==> config.mk <==
export PLATFORM = sky130hd
export DESIGN_NAME = serial_pattern_detector
export DESIGN_NICKNAME = d
export VERILOG_FILES = /design/src/rtl/serial_pattern_detector.sv
export SDC_FILE = /design/constraint.sdc
export NUM_CORES = 1
export LEC_CHECK = 0
export CAP_MARGIN = 20
export CORE_MARGIN = 2
export CORE_UTILIZATION = 53
export DETAILED_ROUTE_END_ITERATION = 8
export PLACE_DENSITY = 0.84
export REMOVE_ABC_BUFFERS = 1
export SLEW_MARGIN = 0
export SYNTH_ARGS = -nofsm -noshare
export SYNTH_HDL_FRONTEND = slang
export SYNTH_SLANG_ARGS = --single-unit
==> constraint.sdc <==
create_clock -name clk -period 4 [get_ports clk]
set_input_delay 0.6 -clock clk [delete_from_list [all_inputs] [get_ports clk]]
set_output_delay 0.6 -clock clk [all_outputs]
set_load 0.01 [all_outputs]
==> src/rtl/serial_pattern_detector.sv <==
// Serial pattern detector: shifts enabled din samples into a window, pulses match on
// every (overlapping) occurrence of PATTERN and keeps a saturating match count.
module serial_pattern_detector #(
    parameter int                   PATTERN_W = 4,
    parameter logic [PATTERN_W-1:0] PATTERN   = 4'b1011,
    parameter int                   CNT_W     = 8
) (
    input  logic             clk,
    input  logic             reset,
    input  logic             en,
    input  logic             clear,
    input  logic             din,
    output logic             match,
    output logic [CNT_W-1:0] match_count,
    output logic             sat
);

    localparam int FILL_W = $clog2(PATTERN_W + 1);
    localparam logic [FILL_W-1:0] FILL_FULL = FILL_W'(PATTERN_W);
    localparam logic [FILL_W-1:0] FILL_ARM  = FILL_W'(PATTERN_W - 1);
    localparam logic [CNT_W-1:0]  CNT_MAX   = '1;
    localparam logic [CNT_W-1:0]  CNT_PRE   = CNT_MAX - 1'b1;

    logic [PATTERN_W-2:0] shreg;
    logic [FILL_W-1:0]    fill;
    logic [PATTERN_W-1:0] window;
    logic                 hit;

    // fill gates the compare so zeroed history never matches a pattern with leading zeros
    assign window = {shreg, din};
    assign hit    = (fill >= FILL_ARM) && (window == PATTERN);

    always_ff @(posedge clk) begin
        if (!reset || clear) begin
            shreg       <= '0;
            fill        <= '0;
            match       <= 1'b0;
            match_count <= '0;
            sat         <= 1'b0;
        end else begin
            match <= 1'b0;
            if (en) begin
                shreg <= window[PATTERN_W-2:0];
                if (fill != FILL_FULL) begin
                    fill <= fill + 1'b1;
                end
                match <= hit;
                if (hit && (match_count != CNT_MAX)) begin
                    match_count <= match_count + 1'b1;
                    if (match_count == CNT_PRE) begin
                        sat <= 1'b1;
                    end
                end
            end
        end
    end

endmodule
==> impl_metrics.ini, run 1 <==
[run_status]
status = finished clean

[place]
dp_cells = 118
gp_congestion = 0.863
io_buffers = 14
dp_slack_ns = 1.45
dp_hpwl_mm = 1.13

[finish]
final_core_util_pct = 72.2
fillers = 113
num_antenna_cells = 0
instances_no_fill = 122
fin_nets = 118
drive_gt1_share_pct = 5.61
area_growth_pct = 23.4

[logic_synthesis]
synth_flop_cell = dfxtp_1
ys_types = 31
synth_area_um2 = 781
synth_most_common_cell = dfxtp_1
synth_area_leaders = dfxtp_1 (41%), ha_1 (8.0%), a21oi_1 (5.8%)
yosysWarningCount = 0
yosys.area.top_type = dfxtp_1
synthCells = 92
synth_top_area_share_pct = 41.0
ys_seq_area_share_pct = 41.0
synth-seq-cells = 16
async_flop_share_pct = 0
postSynthAreaPerCell_um2 = 8.49
synth_edf_count = 0
synth_commonest_cells = dfxtp_1 (16), nor2_1 (12), a21oi_1 (9)

[timing]
fmax_mhz = 441
relSlewSlack_pct = 47.1
min_period_ns = 2.27
tns_ns = 0
setup_slack_ns = 1.73
finalCritPeriodShare_pct = 56.7
setup_viol = 0
slew_violations = 0
rsz0062_at_grt = no
hold_viol_final = 0
worstMarginPinSlew_ns = 0.788
fin_skew_ns = 0.00408

[cts]
cts_resized = 0
cts_tree = yes
cts_hold_buf = 0
clk_latency_ns = 0.28
cts_setup_buffers = 0
cts_inserted_buffers = 3
cts_buffer_depth = 2
path_clk_slew_ns = 0.10
ctsRootBufferMaster = clkbuf_4
clock-sinks = 16
htreeDepth = 1

[run]
maxCapViolCount = 0

[power_and_ir_drop]
switching_share_pct = 21.1
switchingPower_uw = 59.5
p_comb_share_pct = 4.7
clkPwrFrac_pct = 38.0
power_leakage_uw = 0.000310
power_density_nw_per_um2 = 293
irDropWorstVdd_mv = 0.214
intPower_uw = 223
seqPwrFrac_pct = 57.2

[worst_setup_path]
worstPathCellList = clkdlybuf4s50_1, nand2_2, or3_1, or4_1, a21oi_1
crit_family = simple AND/OR/NAND/NOR gates
max_stage_delay_ns = 0.61
arrival_ns = 2.48
critical-path-slowest-cell = clkdlybuf4s50_1
critPathKind = in2reg
end_kind = flop
cp.required_ns = 4.21
path_buf_inv = 1
worstPathMaxFanout = 7
start_kind = primary input

[global_route]
overflow = 0
antenna_found_initial = 0
grtUsageTotal_pct = 19.2
grt_start_max_net_pins = 17
grt_pass1_vias = 640
grt_pass1_wl_mm = 2.68

[routing]
drtIter0Drc = 31
wl_mm = 1.64
vias = 718
wire_per_inst_um = 13.4
vias_per_cell = 5.89
drtPass1Iterations = 4
drtAntennaViolNets = 0
drc = 0

[floorplanning]
std_cell_rows = 13
die_x_um = 42.4
start_util_pct = 58.5
core_region_area_um2 = 1330
ios = 15
fp.dieH_um = 42.4
dieArea_um2 = 1800

[worst_hold_path]
worst_hold_path_type = reg2reg
[tightest hold or removal path, delay by kind of cell, from the launching register on]
| kind | cells | cell delay [ns] |
|---|---|---|
| and+or+nand+nor | 1 | 0.06 |
| DFF | 1 | 0.33 |
| AOI/OAI and AO/OA | 1 | 0.06 |
[cell families after synthesis]
| group | Yosys count | share of synthesized area (%) |
|---|---|---|
| compound gates | 23 | 18.9 |
| mux | 2 | 2.56 |
| buf+inv | 10 | 4.97 |
| xor+xnor | 1 | 1.12 |
| simple gates | 35 | 23.4 |
| fa+ha+maj | 5 | 8.01 |
| flops | 16 | 41.0 |
[state kept, by name (all words and copies together), names as in the netlist]
name	count
sat	1
match_count	8
shreg	3
match	1
fill	3
[metal layers]
metal  routed length, um  track usage (%)  vias up
met5                   0                0        -
met4                   7             5.00        0
met3                 104             3.88        2
met2                 710             31.4       32
met1                 813             25.7      317
li1                    -                -      367
[power groups by stage]
stage          Clock (uW)  Sequential (uW)  Combinational, uW
2_1_floorplan           0              165               7.12
3_3_place_gp            0              165               13.2
3_5_place_dp            0              165               13.4
4_1_cts               107              161               13.5
5_1_grt               115              162               14.9
6_report              107              161               13.4
[path summary, 6_finish.rpt]
check                         from                           to  slack [ns]  cells past startpoint
max                             en  match_count[3]$_SDFFE_PP0P_        1.73                      5
min          shreg[1]$_SDFFE_PP0P_        shreg[1]$_SDFFE_PP0P_        0.49                      2
max reg2reg   fill[0]$_SDFFE_PP0P_  match_count[3]$_SDFFE_PP0P_        2.05                      6
min reg2reg  shreg[1]$_SDFFE_PP0P_        shreg[1]$_SDFFE_PP0P_        0.49                      2
[cell usage in the layout (no fill, tap or decap), drive strengths merged, types with 3 or more instances in the layout]
cell type      instances
clkdlybuf4s50         14
a21oi                  9
nand2                  4
inv                    7
nor2                  12
ha                     5
a211oi                 3
dfxtp                 16
clkbuf                 4
nand3                  5
[cell type report]
type	instances	area, um^2	share of cell area (%)
clock buffer	4	36.3	3.77
multi-input combinational	66	422	43.8
timing repair buffer	14	140	14.5
inverter	7	26.3	2.73
tap	15	18.8	1.95
sequential	16	320	33.2
[metrics by stage]
step / total power (uW) / hold WS (ns) / cell area [um^2]
after detailed placement: 178 / 0.473 / 927
final: 282 / 0.487 / 963
after CTS: 282 / 0.486 / 963
after floorplan: 172 / 0.444 / 768
after global placement: 178 / 0.462 / 927
after global routing: 292 / 0.500 / 963
(Power assumes the default switching activity.)
==> run 2: changes to the inputs <==
- CORE_UTILIZATION: 53 -> 44
- PLACE_DENSITY: 0.84 -> 0.75
- clock period: 4 -> 2 ns (I/O delays scaled with it)
==> run 2 against run 1 <==
Compared with the run above:
- worst hold slack worse by 0.013 ns
- cell area increased by 3.6%
- register-to-register slack worse by 1.9 ns
- via count grew 3.2%
- global-route usage fell by 2.3 points
- critical path depth is 1 higher
- setup slack lost 1.5 ns
- total power grew 82%
- non-clock buffer count rose by 6
- count of clock-buffer cells in the layout is 1 lower
- critical endpoint is now match_count[5]$_SDFFE_PP0P_
==> impl_metrics.ini, run 2 (synthesis results as in run 1) <==
[power_and_ir_drop]
irDropWorstVdd_mv = 0.427
seqPwrFrac_pct = 62.9
clkPwrFrac_pct = 31.5
intPower_uw = 406
switching_share_pct = 20.9
power_leakage_uw = 0.000331
switchingPower_uw = 108
p_comb_share_pct = 5.6
power_density_nw_per_um2 = 514
p_total_uw = 514

[global_route]
grtUsageTotal_pct = 16.9
gr-usage-met1_pct = 22.6
gr-usage-met3_pct = 2.75
overflow = 0
grt_pass1_vias = 652
met2_usage_pct = 27.8
antenna_found_initial = 0
busiest_layer = met2
grt_start_max_net_pins = 17
grt_pass1_wl_mm = 2.64

[routing]
drtAntennaViolNets = 0
drtPass1Iterations = 4
drc = 0
wire_per_inst_um = 12.3
vias = 741
drtIter0Drc = 14
vias_per_cell = 5.74
wl_mm = 1.59

[worst_setup_path]
start_kind = flop
r2r_slack_ns = 0.18
arrival_ns = 2.02
worstPathMaxFanout = 3
max_stage_delay_ns = 0.51
critical-path-slowest-cell = or4_1
worstPathCellList = ha_1, ha_1, a211oi_1, or3_1, or4_1, a21oi_1
rr_startpoint = fill[1]$_SDFFE_PP0P_
ff2ff_path_depth = 6
cp.required_ns = 2.21
critPathKind = reg2reg
end_kind = flop
cpMostUsedCell = ha_1
r2r-end = match_count[5]$_SDFFE_PP0P_

[floorplanning]
start_util_pct = 46.2
std_cell_rows = 15
ios = 15
dieArea_um2 = 2130
fp.dieH_um = 46.1
die_x_um = 46.1
core_region_area_um2 = 1690

[finish]
final_common_cell = dfxtp_1
largest_reg_flops = 8
num_antenna_cells = 0
largest_register = match_count
area_growth_pct = 27.9
instances_no_fill = 129
drive_gt1_share_pct = 10.7
mostFrequentLayoutCells = dfxtp_1 (15), clkdlybuf4s50_1 (14), nor2_1 (12)
fin_nets = 124
fillers = 158
reg_top3 = match_count (8), fill (3), shreg (3)

[cts]
cts_inserted_buffers = 3
clock-sinks = 16
cts_buffer_depth = 2
cts_hold_buf = 0
clk_latency_ns = 0.28
htreeDepth = 1
cts_tree = yes
ctsRootBufferMaster = clkbuf_4
path_clk_slew_ns = 0.09

[place]
dp_hpwl_mm = 1.20
io_buffers = 14
dp_cells = 126
gp_congestion = 0.806

[worst_hold_path]
hold_path_end = shreg[1]$_SDFFE_PP0P_
worst_hold_path_type = reg2reg
holdPathStages = 2
min_from = shreg[1]$_SDFFE_PP0P_

[timing]
fmax_mhz = 551
hold_slack_ns = 0.474
fin_skew_ns = 0.00241
hold_viol_final = 0
slew_violations = 0
relSlewSlack_pct = 61.6
rsz0062_at_grt = no
finalCritPeriodShare_pct = 90.8
min_period_ns = 1.82
worstMarginPinSlew_ns = 0.576
setup_viol = 0
tns_ns = 0

[run]
maxCapViolCount = 0

[run_status]
status = finished clean
[run 2: cell types whose count changed in the layout (fill, tap and decap cells not counted)]
cell | before | now
buf_4 | 0 | 6
clkbuf_8 | 1 | 0
dfxtp_1 | 16 | 15
dfxtp_2 | 0 | 1
[run 2: stage by stage]
stage	setup WS (ns)	cell area [um^2]	utilization [%]
2_1_floorplan	0.208	768	-
3_3_place_gp	0.0264	975	57.7
3_5_place_dp	-0.0204	975	57.7
4_1_cts	0.108	997	59.0
5_1_grt	0.0603	998	59.1
6_report	0.184	998	59.1
[run 2: timing repair]
action | 4_1_cts | 5_1_grt
endpoints found under the setup margin | 0 | 1
gates resized for setup | 0 | 1
buffers inserted | 0 | 0
[run 2: layout make-up]
type,instances,area [um^2],share of cell area (%)
Multi-Input combinational cell,66,422,42.2
Clock buffer,3,22.5,2.26
Inverter,7,26.3,2.63
Tap cell,17,21.3,2.13
Timing Repair Buffer,20,185,18.5
Sequential cell,16,322,32.2
[run 2: worst max-delay path by stage]
stage	from	to	slack, ns	cells after the start
4_1_cts	fill[0]$_SDFFE_PP0P_	match_count[5]$_SDFFE_PP0P_	0.11	6
2_1_floorplan	fill[0]$_SDFFE_PP0P_	match_count[5]$_SDFFE_PP0P_	0.21	6
6_report	fill[1]$_SDFFE_PP0P_	match_count[5]$_SDFFE_PP0P_	0.18	6
3_5_place_dp	din	match_count[5]$_SDFFE_PP0P_	-0.02	5
5_1_grt	fill[0]$_SDFFE_PP0P_	match_count[1]$_SDFFE_PP0P_	0.06	7
3_3_place_gp	din	match_count[3]$_SDFFE_PP0P_	0.03	5
[run 2: metal layers]
layer / vias to the layer above / wire (um)
met4: 0 / 12
met2: 25 / 709
met1: 342 / 786
li1: 372 / -
met5: - / 0
met3: 2 / 77
[run 2: power by group through the flow]
stage / Combinational, uW / Clock, uW / Sequential [uW]
4_1_cts: 29.4 / 164 / 323
3_3_place_gp: 28.5 / 0 / 330
3_5_place_dp: 29.2 / 0 / 330
2_1_floorplan: 14.2 / 0 / 330
6_report: 28.8 / 162 / 323
5_1_grt: 32.5 / 176 / 324
[run 2: critical path, delay by kind of cell, from the launching register on]
family / cells / cell delay (ns)
AOI/OAI and AO/OA: 2 / 0.21
adders and majority gates: 2 / 0.29
DFF: 1 / 0.36
and+or+nand+nor: 2 / 0.88
==> run 3: changes to the inputs <==
- CORE_UTILIZATION: 44 -> 49
- PLACE_DENSITY: 0.75 -> 0.79
- clock period: 2 -> 1.9 ns (I/O delays scaled with it)
==> run 3 against run 2 <==
Compared with the run above:
- setup slack worse by 0.10 ns
- cell count up 2.3%
- combinational power up 17%
- clock power increased by 41%
- count of clock-buffer cells in the layout rose by 1
- sequential power rose by 5%
- cell area grew 6.0%
- total power increased by 17%
- register-to-register slack lost 0.10 ns
- first-iteration DRC count rose by 43%
- global-route usage up 2.9 points
- sequential cell count stayed put
- largest cell class unchanged
- largest power group unchanged
==> impl_metrics.ini, run 3 (synthesis results as in run 1) <==
[finish]
instances_no_fill = 132
mostFrequentLayoutCells = dfxtp_1 (15), clkdlybuf4s50_1 (14), nor2_1 (12)
drive_gt1_share_pct = 19.0
largest_register = match_count
multiInputGateArea_um2 = 447
fillers = 123
final_cell_area_um2 = 1060
final_common_cell = dfxtp_1
area_growth_pct = 35.6
num_antenna_cells = 0
final_core_util_pct = 70.3
fin_nets = 127
seq_area_um2 = 322
reg_top3 = match_count (8), fill (3), shreg (3)
largest_reg_flops = 8

[routing]
drc = 0
drtIter0Drc = 20
wire_per_inst_um = 12.7
vias = 733
drtPass1Iterations = 4
wl_mm = 1.68
vias_per_cell = 5.55
drtAntennaViolNets = 0

[timing]
fmax_mhz = 549
slew_violations = 0
tns_ns = 0
fin_skew_ns = 0.00166
min_period_ns = 1.82
worstMarginPinSlew_ns = 0.650
setup_viol = 0
finalCritPeriodShare_pct = 95.8
rsz0062_at_grt = yes
hold_viol_final = 0
relSlewSlack_pct = 56.7

[worst_setup_path]
ff2ff_path_depth = 6
worstPathMaxFanout = 5
r2r-end = match_count[3]$_SDFFE_PP0P_
start_kind = flop
rr_startpoint = fill[1]$_SDFFE_PP0P_
cp.required_ns = 2.13
r2r_slack_ns = 0.08
critPathKind = reg2reg
arrival_ns = 2.05
end_kind = flop

[worst_hold_path]
worst_hold_path_type = reg2reg
holdPathStages = 2
hold_path_end = sat$_SDFFE_PP0P_
min_from = sat$_SDFFE_PP0P_

[global_route]
grt_start_max_net_pins = 17
grt_pass1_vias = 670
busiest_layer = met2
gr-usage-met3_pct = 4.17
overflow = 0
gr-usage-met1_pct = 26.0
met2_usage_pct = 30.9
antenna_found_initial = 0
grtUsageTotal_pct = 19.8
grt_pass1_wl_mm = 2.84

[place]
io_buffers = 14
dp_cells = 128
placed_area_um2 = 996
dp_hpwl_mm = 1.20
gp_congestion = 0.841

[cts]
path_clk_slew_ns = 0.09
ctsRootBufferMaster = clkbuf_4
cts_buffer_depth = 2
cts_tree = yes
clk_latency_ns = 0.29
cts_inserted_buffers = 3
clock-sinks = 16
cts_hold_buf = 0
htreeDepth = 1

[power_and_ir_drop]
power_leakage_uw = 0.000361
irDropWorstVdd_mv = 0.399
p_total_uw = 601
power_density_nw_per_um2 = 568

[floorplanning]
ios = 15
core_region_area_um2 = 1510
die_x_um = 43.9
start_util_pct = 51.8
fp.dieH_um = 43.9
dieArea_um2 = 1930
std_cell_rows = 14

[run_status]
status = finished clean

[run]
maxCapViolCount = 0
[run 3: area by class of cell]
type,instances,share of cell area [%]
multi-input combinational,66,42.2
sequential,16,30.4
clock buffer,4,3.43
timing repair buffer,23,19.6
inverter,7,2.48
tap,16,1.89
[run 3: how the worst max path moves through the flow]
stage	start	to
after floorplan	fill[0]$_SDFFE_PP0P_	match_count[5]$_SDFFE_PP0P_
after global placement	en	match_count[3]$_SDFFE_PP0P_
after detailed placement	din	match_count[3]$_SDFFE_PP0P_
after CTS	fill[1]$_SDFFE_PP0P_	match_count[3]$_SDFFE_PP0P_
after global routing	fill[1]$_SDFFE_PP0P_	match_count[5]$_SDFFE_PP0P_
final	fill[1]$_SDFFE_PP0P_	match_count[3]$_SDFFE_PP0P_
[run 3: report_power, final]
group | switching [uW] | internal, uW | leakage [uW]
registers | 1.55 | 338 | 0.000130
logic | 16.0 | 17.8 | 0.000210
clock network | 111 | 117 | 0.0000210
total | 129 | 472 | 0.000361
[run 3: layer usage]
| layer | share of wire [%] | wire length [um] |
|---|---|---|
| met1 | 47 | 796 |
| met2 | 48 | 810 |
| met3 | 3.2 | 54 |
| met4 | 1.2 | 21 |
| met5 | 0 | 0 |
[run 3: repair_timing]
item | CTS | global route
hold endpoints to repair | 0 | 0
gates resized for setup | 0 | 7
buffers inserted | 0 | 0
setup endpoints to repair | 0 | 4
[run 3: through the flow]
stage	hold slack (ns)	setup slack [ns]
2_1_floorplan	0.432	0.108
3_3_place_gp	0.464	-0.0981
3_5_place_dp	0.473	-0.155
4_1_cts	0.495	0.0186
5_1_grt	0.525	-0.0117
6_report	0.496	0.0801
[run 3: critical path: stages (launching register included)]
cell      delay, ns
dfxtp_2        0.36
ha_1           0.15
ha_1           0.15
a211oi_2       0.06
or3_4          0.37
or4_4          0.52
a21oi_2        0.14
==> edit 1, RTL diff (config.mk and constraints of run 3) <==
`CNT_W`: 8 -> 7.
--- a/src/rtl/serial_pattern_detector.sv
+++ b/src/rtl/serial_pattern_detector.sv
@@ -4,5 +4,5 @@
     parameter int                   PATTERN_W = 4,
     parameter logic [PATTERN_W-1:0] PATTERN   = 4'b1011,
-    parameter int                   CNT_W     = 8
+    parameter int                   CNT_W     = 7
 ) (
     input  logic             clk,
Interface: changed (resized match_count); port bits go from 15 to 14. The function was not compared with the original's and may differ.
==> edit 1 against run 3 <==
Final cell count shrank 13%; global-route usage shrank 1.4 points; area after synthesis shrank 2.1%; sequential cell count shrank 1; setup slack gained 0.089 ns; power shrank 11%; wire length shrank 10%; final area shrank 11%; synthesized cell count shrank 11%; hold slack lost 0.015 ns.
==> edit 1: results <==
[pwr]
switching_share = 0.218

[routing]
drt_iter0_drc = 16
wl_per_cell_um = 13.2
drt-vias-per-instance = 5.73

[global_route]
grt_use_met3 = 0.0292
grt_pass1_vias = 611
grt_pass1_wl_um = 2620
grt_usage = 0.183
grt_util_met2 = 0.296

[yosys]
synth_commonest_cells = dfxtp_1 (15), nor2_1 (8), inv_1 (7), ha_1 (5), nand2_1 (5)
ys_types = 30
ys_seq_area_frac = 0.393
synth_area_leaders = dfxtp_1 (39%), ha_1 (8.2%), mux2i_1 (5.2%), nor2_1 (3.9%), inv_1 (3.4%)

[timing]
finClkSkew_ns = 0.00178
finalWorstSetupSlack_ns = 0.169

[placed_design]
dpl_cell_area_um2 = 918
place_congestion = 0.806

[critical_path]
r2r-start = fill[0]$_SDFFE_PP0P_
crit_arrival_ns = 1.90
reg2reg_slack_ns = 0.17
r2r.worst_path.cells = 7
crit_end = match_count[1]$_SDFFE_PP0P_
critPathSlowestCell = dfxtp_1
cp_top_family = compound AO/OA/AOI/OAI gates

[outcome]
outcome = complete, no violations

[min_path]
holdPathStages = 1

[layout]
nNetsFinal = 110
drive_gt1_frac = 0.111
==> edit 1: worst register-to-register path, cell delays in order (launching register included) <==
cell and delay, ns:
dfxtp_1 0.36, ha_1 0.21, ha_1 0.17, a211o_1 0.26
nand4_4 0.12, buf_4 0.17, a21oi_1 0.07, o221a_2 0.27
==> edit 1: stage by stage <==
step | instances | hold WS [ns]
after CTS | 115 | 0.487
final | 115 | 0.481
after floorplan | 78 | 0.432
after global routing | 115 | 0.507
after global placement | 111 | 0.448
after detailed placement | 111 | 0.467
==> edit 1: logic make-up (layout without fill, tap and decap cells) <==
group	Yosys count	in the layout	synth area share
DFF	15	15	0.393
xor gates and xnor gates	1	1	0.0115
adders and majority gates	5	5	0.0818
muxes	4	4	0.0524
AOI/OAI and AO/OA	20	20	0.200
and+or+nand+nor	26	26	0.193
buffers and inverters	11	28	0.0687
==> edit 1: layout make-up <==
cell class	instances	share of cell area
inverter	7	0.0278
clock buffer	4	0.0278
multi-input combinational	56	0.436
sequential	15	0.318
timing repair buffer	17	0.170
tap	16	0.0212
==> edit 1: layer usage <==
layer / part of all wire / up-vias
li1: - / 329
met5: 0 / -
met4: 0.014 / 0
met1: 0.45 / 299
met3: 0.059 / 4
met2: 0.48 / 27
==> edit 1: power by group through the flow <==
| stage | Sequential, W | Combinational [W] | Clock [W] |
|---|---|---|---|
| after floorplan | 0.000326 | 0.0000156 | 0 |
| after global placement | 0.000326 | 0.0000366 | 0 |
| after detailed placement | 0.000326 | 0.0000375 | 0 |
| after CTS | 0.000319 | 0.0000379 | 0.000181 |
| after global routing | 0.000320 | 0.0000408 | 0.000197 |
| final | 0.000319 | 0.0000372 | 0.000177 |
==> edit 2, RTL diff (config.mk and constraints of run 3) <==
Without the edit above. Register the output `match_count` once more; this adds one clock of latency there. The other outputs are not delayed to match.
--- a/src/rtl/serial_pattern_detector.sv
+++ b/src/rtl/serial_pattern_detector.sv
@@ -22,4 +22,6 @@
     localparam logic [CNT_W-1:0]  CNT_PRE   = CNT_MAX - 1'b1;
 
+    logic [CNT_W-1:0] match_count_s0;
+
     logic [PATTERN_W-2:0] shreg;
     logic [FILL_W-1:0]    fill;
@@ -36,5 +38,5 @@
             fill        <= '0;
             match       <= 1'b0;
-            match_count <= '0;
+            match_count_s0 <= '0;
             sat         <= 1'b0;
         end else begin
@@ -46,7 +48,7 @@
                 end
                 match <= hit;
-                if (hit && (match_count != CNT_MAX)) begin
-                    match_count <= match_count + 1'b1;
-                    if (match_count == CNT_PRE) begin
+                if (hit && (match_count_s0 != CNT_MAX)) begin
+                    match_count_s0 <= match_count_s0 + 1'b1;
+                    if (match_count_s0 == CNT_PRE) begin
                         sat <= 1'b1;
                     end
@@ -56,3 +58,7 @@
     end
 
+    always_ff @(posedge clk) begin
+        match_count <= match_count_s0;
+    end
+
 endmodule
Behaviour: not the same (a bounded check fails within 10 cycles, from zero or initial values).
==> edit 2 against run 3 <==
Critical path depth increased by 1; largest power group unchanged; setup slack improved by 0.035 ns; area after synthesis increased by 22%; power increased by 35%; sequential share of layout area increased by 8.9 points; final area increased by 16%; core utilization decreased by 1.4 points; sequential cell count increased by 8; wire length increased by 6.4%.
==> edit 2: results <==
[layout]
drive_gt1_frac = 0.174
reg.largest.list = match_count: 8 flops, match_count_s0: 8 flops

[critical_path]
critPathSlowestCell = dfxtp_2
cpPeakStageDelay_ns = 0.37
worstPathMaxFanout = 6

[cts]
worst_skew_pair.late_latency_ns = 0.32
cts.clk_slew.worst_paths_ns = 0.13

[outcome]
outcome = complete, no violations

[min_path]
holdPathStages = 0

[global_route]
use_met1 = 0.229
grt_max_degree = 14
grt_pass1_vias = 681
grt_util_met2 = 0.296

[yosys]
syn_area_per_cell_um2 = 9.80
synth_commonest_cells = dfxtp_1 (24), nor2_1 (12), inv_1 (8), a21oi_1 (6), ha_1 (5)
synth_area_leaders = dfxtp_1 (51%), ha_1 (6.6%), nor2_1 (4.7%), a21oi_1 (3.2%), mux2i_1 (3.2%)
ys_types = 34

[routing]
drt-vias-per-instance = 5.45
wl_per_cell_um = 12.3
drt_iter0_drc = 12
drt_wl_total_um = 1790

[pwr]
intPower_w = 0.000642
peakVddDrop_mv = 0.405
cellLeakagePower_nw = 0.455

[placed_design]
place_inst = 142
pre_cts_ws_ns = -0.144
place_congestion = 0.820

[timing]
slew_headroom = 0.727
[edit 2: changes by cell type after synthesis, moves of 2 or more]
cell,delta
dfxtp_1,+8
a21oi_1,-3
nor3b_1,-2
nand4_1,+2
a41oi_1,+2
o41ai_1,+2
o31ai_1,-2
nand3_1,-3
[edit 2: kinds of logic (layout without fill, tap and decap cells)]
family / Yosys count / count (layout) / synth area share
and+or+nand+nor: 33 / 33 / 0.189
DFF: 24 / 24 / 0.505
AOI/OAI and AO/OA: 21 / 21 / 0.158
buffers and inverters: 10 / 34 / 0.0408
adders and majority gates: 5 / 5 / 0.0658
muxes: 3 / 3 / 0.0316
xor gates and xnor gates: 1 / 1 / 0.00921
[edit 2: power by group through the flow]
stage | clock network (W) | registers (W) | logic, W
after floorplan | 0 | 0.000519 | 0.0000149
after global placement | 0 | 0.000518 | 0.0000348
after detailed placement | 0 | 0.000518 | 0.0000358
after CTS | 0.000269 | 0.000507 | 0.0000359
after global routing | 0.000290 | 0.000508 | 0.0000398
final | 0.000270 | 0.000507 | 0.0000358
[edit 2: path summary, 6_finish.rpt]
| kind | start | to | slack [ns] |
|---|---|---|---|
| worst min register to register | match_count_s0[6]$_SDFFE_PP0P_ | match_count[6]$_DFF_P_ | 0.41 |
| worst max-delay path | fill[1]$_SDFFE_PP0P_ | match_count_s0[0]$_SDFFE_PP0P_ | 0.12 |
| worst min-delay path | match_count_s0[6]$_SDFFE_PP0P_ | match_count[6]$_DFF_P_ | 0.41 |
| worst max register to register | fill[1]$_SDFFE_PP0P_ | match_count_s0[0]$_SDFFE_PP0P_ | 0.12 |
[edit 2: metal layers]
layer  vias to the layer above  wire length [µm]
met2                        23               884
met4                         0                42
met5                         -                 0
li1                        397                 -
met3                         5                66
met1                       371               796
[edit 2: repair_timing]
action	4_1_cts	5_1_grt
resized for setup	0	6
setup endpoints to repair	0	4
hold buffers	0	0
[edit 2: final cells by class]
class                      count  area, µm²
sequential                    24        483
tap                           25       31.3
clock buffer                   4       36.3
inverter                       8       30.0
fill                         136        554
timing repair buffer          22        200
multi-input combinational     63        448
[edit 2: stage by stage]
| step | power [W] | instance area (µm²) |
|---|---|---|
| 2_1_floorplan | 0.000534 | 942 |
| 3_3_place_gp | 0.000553 | 1170 |
| 3_5_place_dp | 0.000554 | 1170 |
| 4_1_cts | 0.000812 | 1210 |
| 5_1_grt | 0.000838 | 1230 |
| 6_report | 0.000813 | 1230 |
